`src/rtl/mnist_frame_binarizer_if.sv`:
```
// Handshake bundle of the MNIST frame binarizer: the raster pixel stream coming in
// and the pooled 49-bit vector going out.
interface mnist_frame_binarizer_if #(
  parameter int PIX_W = 8,
  parameter int OUT_W = 49
);
  logic             pix_valid;
  logic             pix_ready;
  logic [PIX_W-1:0] pix_data;
  logic             pix_last;
  logic             out_valid;
  logic             out_ready;
  logic [OUT_W-1:0] out_bits;
  logic             frame_err;

  modport master (
    output pix_valid, pix_data, pix_last, out_ready,
    input  pix_ready, out_valid, out_bits, frame_err
  );

  modport slave (
    input  pix_valid, pix_data, pix_last, out_ready,
    output pix_ready, out_valid, out_bits, frame_err
  );
endinterface

```
`src/rtl/mnist_frame_binarizer.sv`:
```
// Pools a raster-order greyscale frame into one bit per BLKxBLK block and holds the
// finished vector in a single valid/ready output buffer for the gate-network classifier.
module mnist_frame_binarizer #(
  parameter int IMG_W      = 28,
  parameter int IMG_H      = 28,
  parameter int BLK        = 4,
  parameter int PIX_W      = 8,
  parameter int PIX_THRESH = 128,
  parameter int MIN_COUNT  = 8
) (
  input logic                    clk,
  input logic                    rst_n,
  mnist_frame_binarizer_if.slave bus
);
  localparam int BW    = IMG_W / BLK;
  localparam int BH    = IMG_H / BLK;
  localparam int OUT_W = BW * BH;
  localparam int AW    = $clog2(BLK * BLK + 1);
  localparam int SW    = (BLK > 1) ? $clog2(BLK) : 1;
  localparam int CW    = (BW > 1) ? $clog2(BW) : 1;
  localparam int RW    = (BH > 1) ? $clog2(BH) : 1;
  localparam int VW    = (OUT_W > 1) ? $clog2(OUT_W) : 1;

  // The column/row position is split into block index and offset within the block,
  // so col/BLK and row%BLK never need a divider.
  logic [SW-1:0]    sub_col_q, sub_col_d;
  logic [SW-1:0]    sub_row_q, sub_row_d;
  logic [CW-1:0]    blk_col_q, blk_col_d;
  logic [RW-1:0]    blk_row_q, blk_row_d;
  logic [AW-1:0]    acc_q [BW];
  logic [AW-1:0]    acc_d [BW];
  logic [OUT_W-1:0] vec_q, vec_d;
  logic [OUT_W-1:0] out_bits_q, out_bits_d;
  logic             out_valid_q, out_valid_d;
  logic             frame_err_q, frame_err_d;
  logic             alive_q, alive_d;

  logic             pix_ready;
  logic             accept;
  logic             on_bit;
  logic             col_end;
  logic             row_end;
  logic             final_pos;
  logic             blk_end;
  logic [AW-1:0]    acc_sum;
  logic [VW-1:0]    bit_idx;
  logic [OUT_W-1:0] vec_next;

  // alive_q keeps the input stalled while reset is held and opens it one edge later.
  assign pix_ready     = alive_q & (~out_valid_q | bus.out_ready);
  assign bus.pix_ready = pix_ready;
  assign bus.out_valid = out_valid_q;
  assign bus.out_bits  = out_bits_q;
  assign bus.frame_err = frame_err_q;

  always_comb begin
    accept    = bus.pix_valid & pix_ready;
    on_bit    = bus.pix_data >= PIX_W'(PIX_THRESH);
    col_end   = (sub_col_q == SW'(BLK - 1)) && (blk_col_q == CW'(BW - 1));
    row_end   = (sub_row_q == SW'(BLK - 1)) && (blk_row_q == RW'(BH - 1));
    final_pos = col_end & row_end;
    blk_end   = (sub_row_q == SW'(BLK - 1)) && (sub_col_q == SW'(BLK - 1));
    acc_sum   = acc_q[blk_col_q] + AW'(on_bit);
    bit_idx   = VW'(blk_row_q) * VW'(BW) + VW'(blk_col_q);
    vec_next  = vec_q;
    if (blk_end) begin
      vec_next[bit_idx] = acc_sum >= AW'(MIN_COUNT);
    end

    sub_col_d   = sub_col_q;
    sub_row_d   = sub_row_q;
    blk_col_d   = blk_col_q;
    blk_row_d   = blk_row_q;
    acc_d       = acc_q;
    vec_d       = vec_q;
    out_bits_d  = out_bits_q;
    out_valid_d = out_valid_q & ~bus.out_ready;
    frame_err_d = 1'b0;
    alive_d     = 1'b1;

    if (accept) begin
      if (bus.pix_last && !final_pos) begin
        // Early end of frame: drop everything gathered so far and restart at pixel 0.
        frame_err_d = 1'b1;
        sub_col_d   = '0;
        sub_row_d   = '0;
        blk_col_d   = '0;
        blk_row_d   = '0;
        acc_d       = '{default: '0};
        vec_d       = '0;
      end else begin
        if (sub_col_q == SW'(BLK - 1)) begin
          sub_col_d = '0;
          if (blk_col_q == CW'(BW - 1)) begin
            blk_col_d = '0;
            if (sub_row_q == SW'(BLK - 1)) begin
              sub_row_d = '0;
              blk_row_d = row_end ? '0 : blk_row_q + RW'(1);
            end else begin
              sub_row_d = sub_row_q + SW'(1);
            end
          end else begin
            blk_col_d = blk_col_q + CW'(1);
          end
        end else begin
          sub_col_d = sub_col_q + SW'(1);
        end

        acc_d[blk_col_q] = blk_end ? '0 : acc_sum;
        vec_d            = vec_next;

        if (final_pos) begin
          out_bits_d  = vec_next;
          out_valid_d = 1'b1;
          vec_d       = '0;
          frame_err_d = ~bus.pix_last;
        end
      end
    end
  end

  always_ff @(posedge clk or negedge rst_n) begin
    if (!rst_n) begin
      sub_col_q   <= '0;
      sub_row_q   <= '0;
      blk_col_q   <= '0;
      blk_row_q   <= '0;
      acc_q       <= '{default: '0};
      vec_q       <= '0;
      out_bits_q  <= '0;
      out_valid_q <= 1'b0;
      frame_err_q <= 1'b0;
      alive_q     <= 1'b0;
    end else begin
      sub_col_q   <= sub_col_d;
      sub_row_q   <= sub_row_d;
      blk_col_q   <= blk_col_d;
      blk_row_q   <= blk_row_d;
      acc_q       <= acc_d;
      vec_q       <= vec_d;
      out_bits_q  <= out_bits_d;
      out_valid_q <= out_valid_d;
      frame_err_q <= frame_err_d;
      alive_q     <= alive_d;
    end
  end
endmodule

```
`src/flat_wrapper.sv`:
```
// flat-port wrapper written by rule: the top's interface ports become plain ports
module mnist_frame_binarizer_flat 
#(
  parameter int IMG_W      = 28,
  parameter int IMG_H      = 28,
  parameter int BLK        = 4,
  parameter int PIX_W      = 8,
  parameter int PIX_THRESH = 128,
  parameter int MIN_COUNT  = 8
)
  (clk, rst_n, bus_pix_valid, bus_pix_data, bus_pix_last, bus_out_ready, bus_pix_ready, bus_out_valid, bus_out_bits, bus_frame_err);
  mnist_frame_binarizer_if #(.PIX_W(PIX_W), .OUT_W(((IMG_W / BLK) * (IMG_H / BLK)))) bus_i ();
  input logic clk;
  input logic rst_n;
  input wire logic [$bits(bus_i.pix_valid)-1:0] bus_pix_valid;
  input wire logic [$bits(bus_i.pix_data)-1:0] bus_pix_data;
  input wire logic [$bits(bus_i.pix_last)-1:0] bus_pix_last;
  input wire logic [$bits(bus_i.out_ready)-1:0] bus_out_ready;
  output wire logic [$bits(bus_i.pix_ready)-1:0] bus_pix_ready;
  output wire logic [$bits(bus_i.out_valid)-1:0] bus_out_valid;
  output wire logic [$bits(bus_i.out_bits)-1:0] bus_out_bits;
  output wire logic [$bits(bus_i.frame_err)-1:0] bus_frame_err;
  assign bus_i.pix_valid = bus_pix_valid;
  assign bus_i.pix_data = bus_pix_data;
  assign bus_i.pix_last = bus_pix_last;
  assign bus_i.out_ready = bus_out_ready;
  assign bus_pix_ready = bus_i.pix_ready;
  assign bus_out_valid = bus_i.out_valid;
  assign bus_out_bits = bus_i.out_bits;
  assign bus_frame_err = bus_i.frame_err;
  mnist_frame_binarizer #(.IMG_W(IMG_W), .IMG_H(IMG_H), .BLK(BLK), .PIX_W(PIX_W), .PIX_THRESH(PIX_THRESH), .MIN_COUNT(MIN_COUNT)) u_core (.clk(clk), .rst_n(rst_n), .bus(bus_i));
endmodule
```
`config.mk`:
```
export PLATFORM = sky130hd
export DESIGN_NAME = mnist_frame_binarizer_flat
export DESIGN_NICKNAME = d
export VERILOG_FILES = /design/src/rtl/mnist_frame_binarizer_if.sv /design/src/rtl/mnist_frame_binarizer.sv /design/src/flat_wrapper.sv
export SDC_FILE = /design/constraint.sdc
export NUM_CORES = 1
export LEC_CHECK = 0
export ABC_AREA = 1
export CORE_UTILIZATION = 45
export DETAILED_ROUTE_END_ITERATION = 8
export SYNTH_ARGS = -nofsm -noshare
export SYNTH_HDL_FRONTEND = slang
export SYNTH_SLANG_ARGS = --single-unit
```
`constraint.sdc`:
```
create_clock -name clk -period 3.9 [get_ports clk]
set_input_delay 0.78 -clock clk [delete_from_list [all_inputs] [get_ports clk]]
set_output_delay 0.78 -clock clk [all_outputs]
set_load 0.01 [all_outputs]
```
==> metrics.txt <==
# TYPE chip_impl_metric gauge
chip_impl_metric{name="portbufs",unit=""} 57
chip_impl_metric{name="post_synth_num_cell_types",unit=""} 39
chip_impl_info{name="ctsRootBufferMaster",value="sky130_fd_sc_hd__clkbuf_16"} 1
chip_impl_metric{name="seq_area_frac_synth",unit="%"} 48.20
chip_impl_metric{name="dp_hpwl",unit="µm"} 11850
chip_impl_metric{name="n_antenna_cell",unit=""} 0
chip_impl_metric{name="via_per_inst",unit=""} 5.163
chip_impl_info{name="status",value="completed"} 1
chip_impl_info{name="critical_path_endpoint_category",value="flop"} 1
chip_impl_metric{name="post_cts_resize_count",unit=""} 0
chip_impl_metric{name="synth_area_per_cell",unit="µm²"} 7.987
chip_impl_metric{name="cts_buffers",unit=""} 17
chip_impl_metric{name="synth_nets",unit=""} 982
chip_impl_metric{name="route.detailed.drc",unit=""} 0
chip_impl_metric{name="proportion_of_synthesized_flip_flops_having_asynchronous_set_or_reset",unit="%"} 100.0
chip_impl_info{name="synth_ff_type",value="sky130_fd_sc_hd__dfrtp_1"} 1
chip_impl_metric{name="preCtsSetupSlack",unit="ns"} 0.3316
chip_impl_metric{name="grt_use_total",unit="%"} 23.24
chip_impl_metric{name="critical_path_peak_fanout",unit=""} 16
chip_impl_metric{name="rrSetupSlack",unit="ns"} 0.33
chip_impl_metric{name="gp_congestion",unit=""} 0.8434
chip_impl_metric{name="post_layout_min_period",unit="ns"} 3.574
chip_impl_metric{name="met2_usage",unit="%"} 34.77
chip_impl_metric{name="slew_headroom",unit="%"} 40.94
chip_impl_metric{name="worst-r2r-cell-count",unit=""} 15
chip_impl_metric{name="detail_route.iter0.violations",unit=""} 545
chip_impl_metric{name="fin_worst_hold_slack",unit="ns"} 0.3470
chip_impl_metric{name="die_h",unit="µm"} 131.8
chip_impl_info{name="synth.most_common_cell",value="sky130_fd_sc_hd__nand2_1"} 1
chip_impl_metric{name="chip_width",unit="µm"} 131.8
chip_impl_metric{name="grt_pass1_wl",unit="µm"} 31840
chip_impl_info{name="grt_setup_unrepaired",value="false"} 1
chip_impl_metric{name="worst_ep_required_time",unit="ns"} 4.21
chip_impl_metric{name="cts_htree_levels",unit=""} 4
chip_impl_metric{name="netlist_area",unit="µm²"} 7580
chip_impl_metric{name="irDropWorstVdd",unit="V"} 0.0004160
chip_impl_info{name="worst_r2r_endpoint",value="u_core.bus.out_bits[22]"} 1
chip_impl_metric{name="timing.critical_path.arrival",unit="ns"} 3.88
chip_impl_info{name="worstSetupPathType",value="flop to flop"} 1
chip_impl_metric{name="grt_overflow_total",unit=""} 0
chip_impl_metric{name="finalWirelength",unit="µm"} 18630
chip_impl_metric{name="worstSkewPairLatency",unit="ns"} 0.42
chip_impl_info{name="tritoncts_clock_tree",value="yes"} 1
chip_impl_metric{name="grt_util_met3",unit="%"} 4.614
chip_impl_metric{name="start_util",unit="%"} 45.87
chip_impl_metric{name="count_of_pins_over_their_slew_limit",unit=""} 0
chip_impl_metric{name="clock_sinks",unit=""} 146
chip_impl_metric{name="synthDominantCellAreaShare",unit="%"} 48.20
chip_impl_metric{name="core_area",unit="µm²"} 16520
chip_impl_metric{name="firstDrtPassIters",unit=""} 8
chip_impl_metric{name="detail_route.wl_per_cell",unit="µm"} 15.19
chip_impl_metric{name="synth-warning-count",unit=""} 0
chip_impl_metric{name="placement.cell_area",unit="µm²"} 8344
chip_impl_metric{name="max_buffers_root_to_sink",unit=""} 2
chip_impl_metric{name="clk_pin_slew",unit="ns"} 0.06
chip_impl_metric{name="first_global_vias",unit=""} 6087
chip_impl_metric{name="fin_setup_tns",unit="ns"} 0
chip_impl_metric{name="post_route_cells_drive_above_1_share",unit="%"} 10.64
chip_impl_metric{name="power_density",unit="nW/µm²"} 500.0
chip_impl_metric{name="clock.fmax",unit="MHz"} 279.8
chip_impl_metric{name="design.die.area",unit="µm²"} 17370
chip_impl_metric{name="area_delta_synth_final",unit="%"} 17.56
chip_impl_metric{name="finish.utilization",unit="%"} 53.93
chip_impl_metric{name="cts_hold_buf",unit=""} 0
chip_impl_info{name="ys_top_cells_by_count",value="sky130_fd_sc_hd__nand2_1 (274), sky130_fd_sc_hd__nand3_1 (159), sky130_fd_sc_hd__dfrtp_1 (146)"} 1
chip_impl_metric{name="rows",unit=""} 47
chip_impl_info{name="hp-class",value="input port to asynchronous set/reset pin"} 1
chip_impl_metric{name="postLayoutSetupSlackWorst",unit="ns"} 0.3262
chip_impl_metric{name="fin_worst_skew",unit="ns"} 0.006401
chip_impl_metric{name="min_period_over_period",unit="%"} 91.64
chip_impl_metric{name="vias",unit=""} 6330
chip_impl_metric{name="num-nets-final",unit=""} 1027
chip_impl_info{name="busiest_layer",value="met2"} 1
chip_impl_info{name="reg2reg_from",value="u_core.blk_row_q[0]"} 1
chip_impl_metric{name="p_leak",unit="nW"} 4.430
chip_impl_metric{name="ys_seq_elements",unit=""} 146
chip_impl_metric{name="grt_max_degree",unit=""} 68
chip_impl_metric{name="tightestPinTransition",unit="ns"} 0.8846
chip_impl_metric{name="ioPinCount",unit=""} 65
chip_impl_metric{name="max_cap_violations",unit=""} 0
chip_impl_metric{name="cts_post_setup_buffers_inserted",unit=""} 0
chip_impl_info{name="netlist_top_cells_area",value="sky130_fd_sc_hd__dfrtp_1 (48%), sky130_fd_sc_hd__nand2_1 (14%), sky130_fd_sc_hd__nand3_1 (10%)"} 1
chip_impl_metric{name="synth_edf_count",unit=""} 0
chip_impl_metric{name="hold_viol",unit=""} 0
chip_impl_metric{name="final_instance_area",unit="µm²"} 8911
chip_impl_info{name="worstSetupStartpointType",value="flop"} 1
chip_impl_info{name="library_cell_with_the_largest_summed_area_after_synthesis",value="sky130_fd_sc_hd__dfrtp_1"} 1
chip_impl_metric{name="finalSetupViolCount",unit=""} 0
chip_impl_metric{name="syn_inst",unit=""} 949
chip_impl_metric{name="met1_usage",unit="%"} 34.51
chip_impl_metric{name="detail-route-antenna-nets",unit=""} 0
chip_impl_metric{name="antenna_violations_before_repair",unit=""} 0
## metal layers
| metal | vias up | part of all wire, % | wire length (µm) |
|---|---|---|---|
| met5 | - | 0 | 0 |
| met2 | 164 | 44 | 8202 |
| li1 | 3186 | - | - |
| met4 | 0 | 1.0 | 195 |
| met1 | 2964 | 50 | 9271 |
| met3 | 16 | 5.1 | 956 |
## sequential cells by signal (all words and copies together) (netlist names)
name and flops:
u_core.bus.out_bits 49, u_core.vec_q 49, u_core.acc_q 35, u_core.blk_col_q 3, u_core.blk_row_q 3, u_core.sub_col_q 2, u_core.sub_row_q 2, u_core.alive_q 1
u_core.bus.frame_err 1, u_core.bus.out_valid 1
## where the power goes
part | total (W) | internal, W | switching, W
Clock | 0.00157 | 0.000940 | 0.000625
Sequential | 0.00167 | 0.00159 | 0.0000726
Combinational | 0.00122 | 0.000343 | 0.000881
## area by class of cell
cell class                 instances  area [µm²]
timing repair buffer              68       704.4
multi-input combinational        684        3422
inverter                          77       289.0
clock inverter                     8       78.83
tap                              220       275.3
fill                            1550        7614
sequential                       146        3654
clock buffer                      23       488.0
## logic make-up after synthesis
group / synth area share, %
flops: 48.20
simple gates: 33.66
fa+ha+maj: 3.698
xor+xnor: 0.4458
other cells: 0.04947
buf+inv: 6.817
compound gates: 7.131
## critical path, stage by stage, from the launching register on
cell                       delay, ns
sky130_fd_sc_hd__dfrtp_1        0.46
sky130_fd_sc_hd__fa_1           0.55
sky130_fd_sc_hd__inv_1          0.05
sky130_fd_sc_hd__fa_1           0.49
sky130_fd_sc_hd__inv_1          0.06
sky130_fd_sc_hd__fa_1           0.46
sky130_fd_sc_hd__nand3_1        0.12
sky130_fd_sc_hd__nand3b_1       0.08
sky130_fd_sc_hd__nand2_1        0.11
sky130_fd_sc_hd__inv_1          0.09
sky130_fd_sc_hd__nor2_1         0.13
sky130_fd_sc_hd__nand2_1        0.35
sky130_fd_sc_hd__nor2_1         0.23
sky130_fd_sc_hd__nand3_2        0.10
sky130_fd_sc_hd__nand3_1        0.11
sky130_fd_sc_hd__nand2_1        0.06
## how the worst max path moves through the flow
stage	endpoint	from	depth (start not counted)
after global placement	u_core.bus.out_bits[31]	u_core.blk_row_q[0]	15
after global routing	u_core.bus.out_bits[16]	u_core.blk_row_q[0]	15
final	u_core.bus.out_bits[22]	u_core.blk_row_q[0]	15
after CTS	u_core.bus.out_bits[31]	u_core.blk_row_q[0]	15
after detailed placement	u_core.bus.out_bits[22]	u_core.blk_row_q[0]	15
after floorplan	u_core.vec_q[29]	u_core.blk_row_q[0]	16
## layout by cell type, fill, tap and decap left out, types with 12 or more instances in the layout
| master | n |
|---|---|
| sky130_fd_sc_hd__nand2_1 | 272 |
| sky130_fd_sc_hd__nand3_1 | 159 |
| sky130_fd_sc_hd__dfrtp_1 | 146 |
| sky130_fd_sc_hd__nor2_1 | 79 |
| sky130_fd_sc_hd__inv_1 | 68 |
| sky130_fd_sc_hd__clkdlybuf4s50_1 | 56 |
| sky130_fd_sc_hd__or2_2 | 33 |
| sky130_fd_sc_hd__o22ai_1 | 28 |
| sky130_fd_sc_hd__clkbuf_16 | 17 |
| sky130_fd_sc_hd__o21bai_1 | 16 |
| sky130_fd_sc_hd__ha_1 | 16 |
| sky130_fd_sc_hd__a21oi_1 | 13 |
| sky130_fd_sc_hd__o21ai_0 | 12 |
## per-stage QoR
step | power, W | instances
4_1_cts | 0.004492 | 1226
5_1_grt | 0.004702 | 1226
3_3_place_gp | 0.002899 | 1195
6_report | 0.004455 | 1226
3_5_place_dp | 0.002915 | 1195
2_1_floorplan | 0.002579 | 949
(Power assumes the default switching activity.)
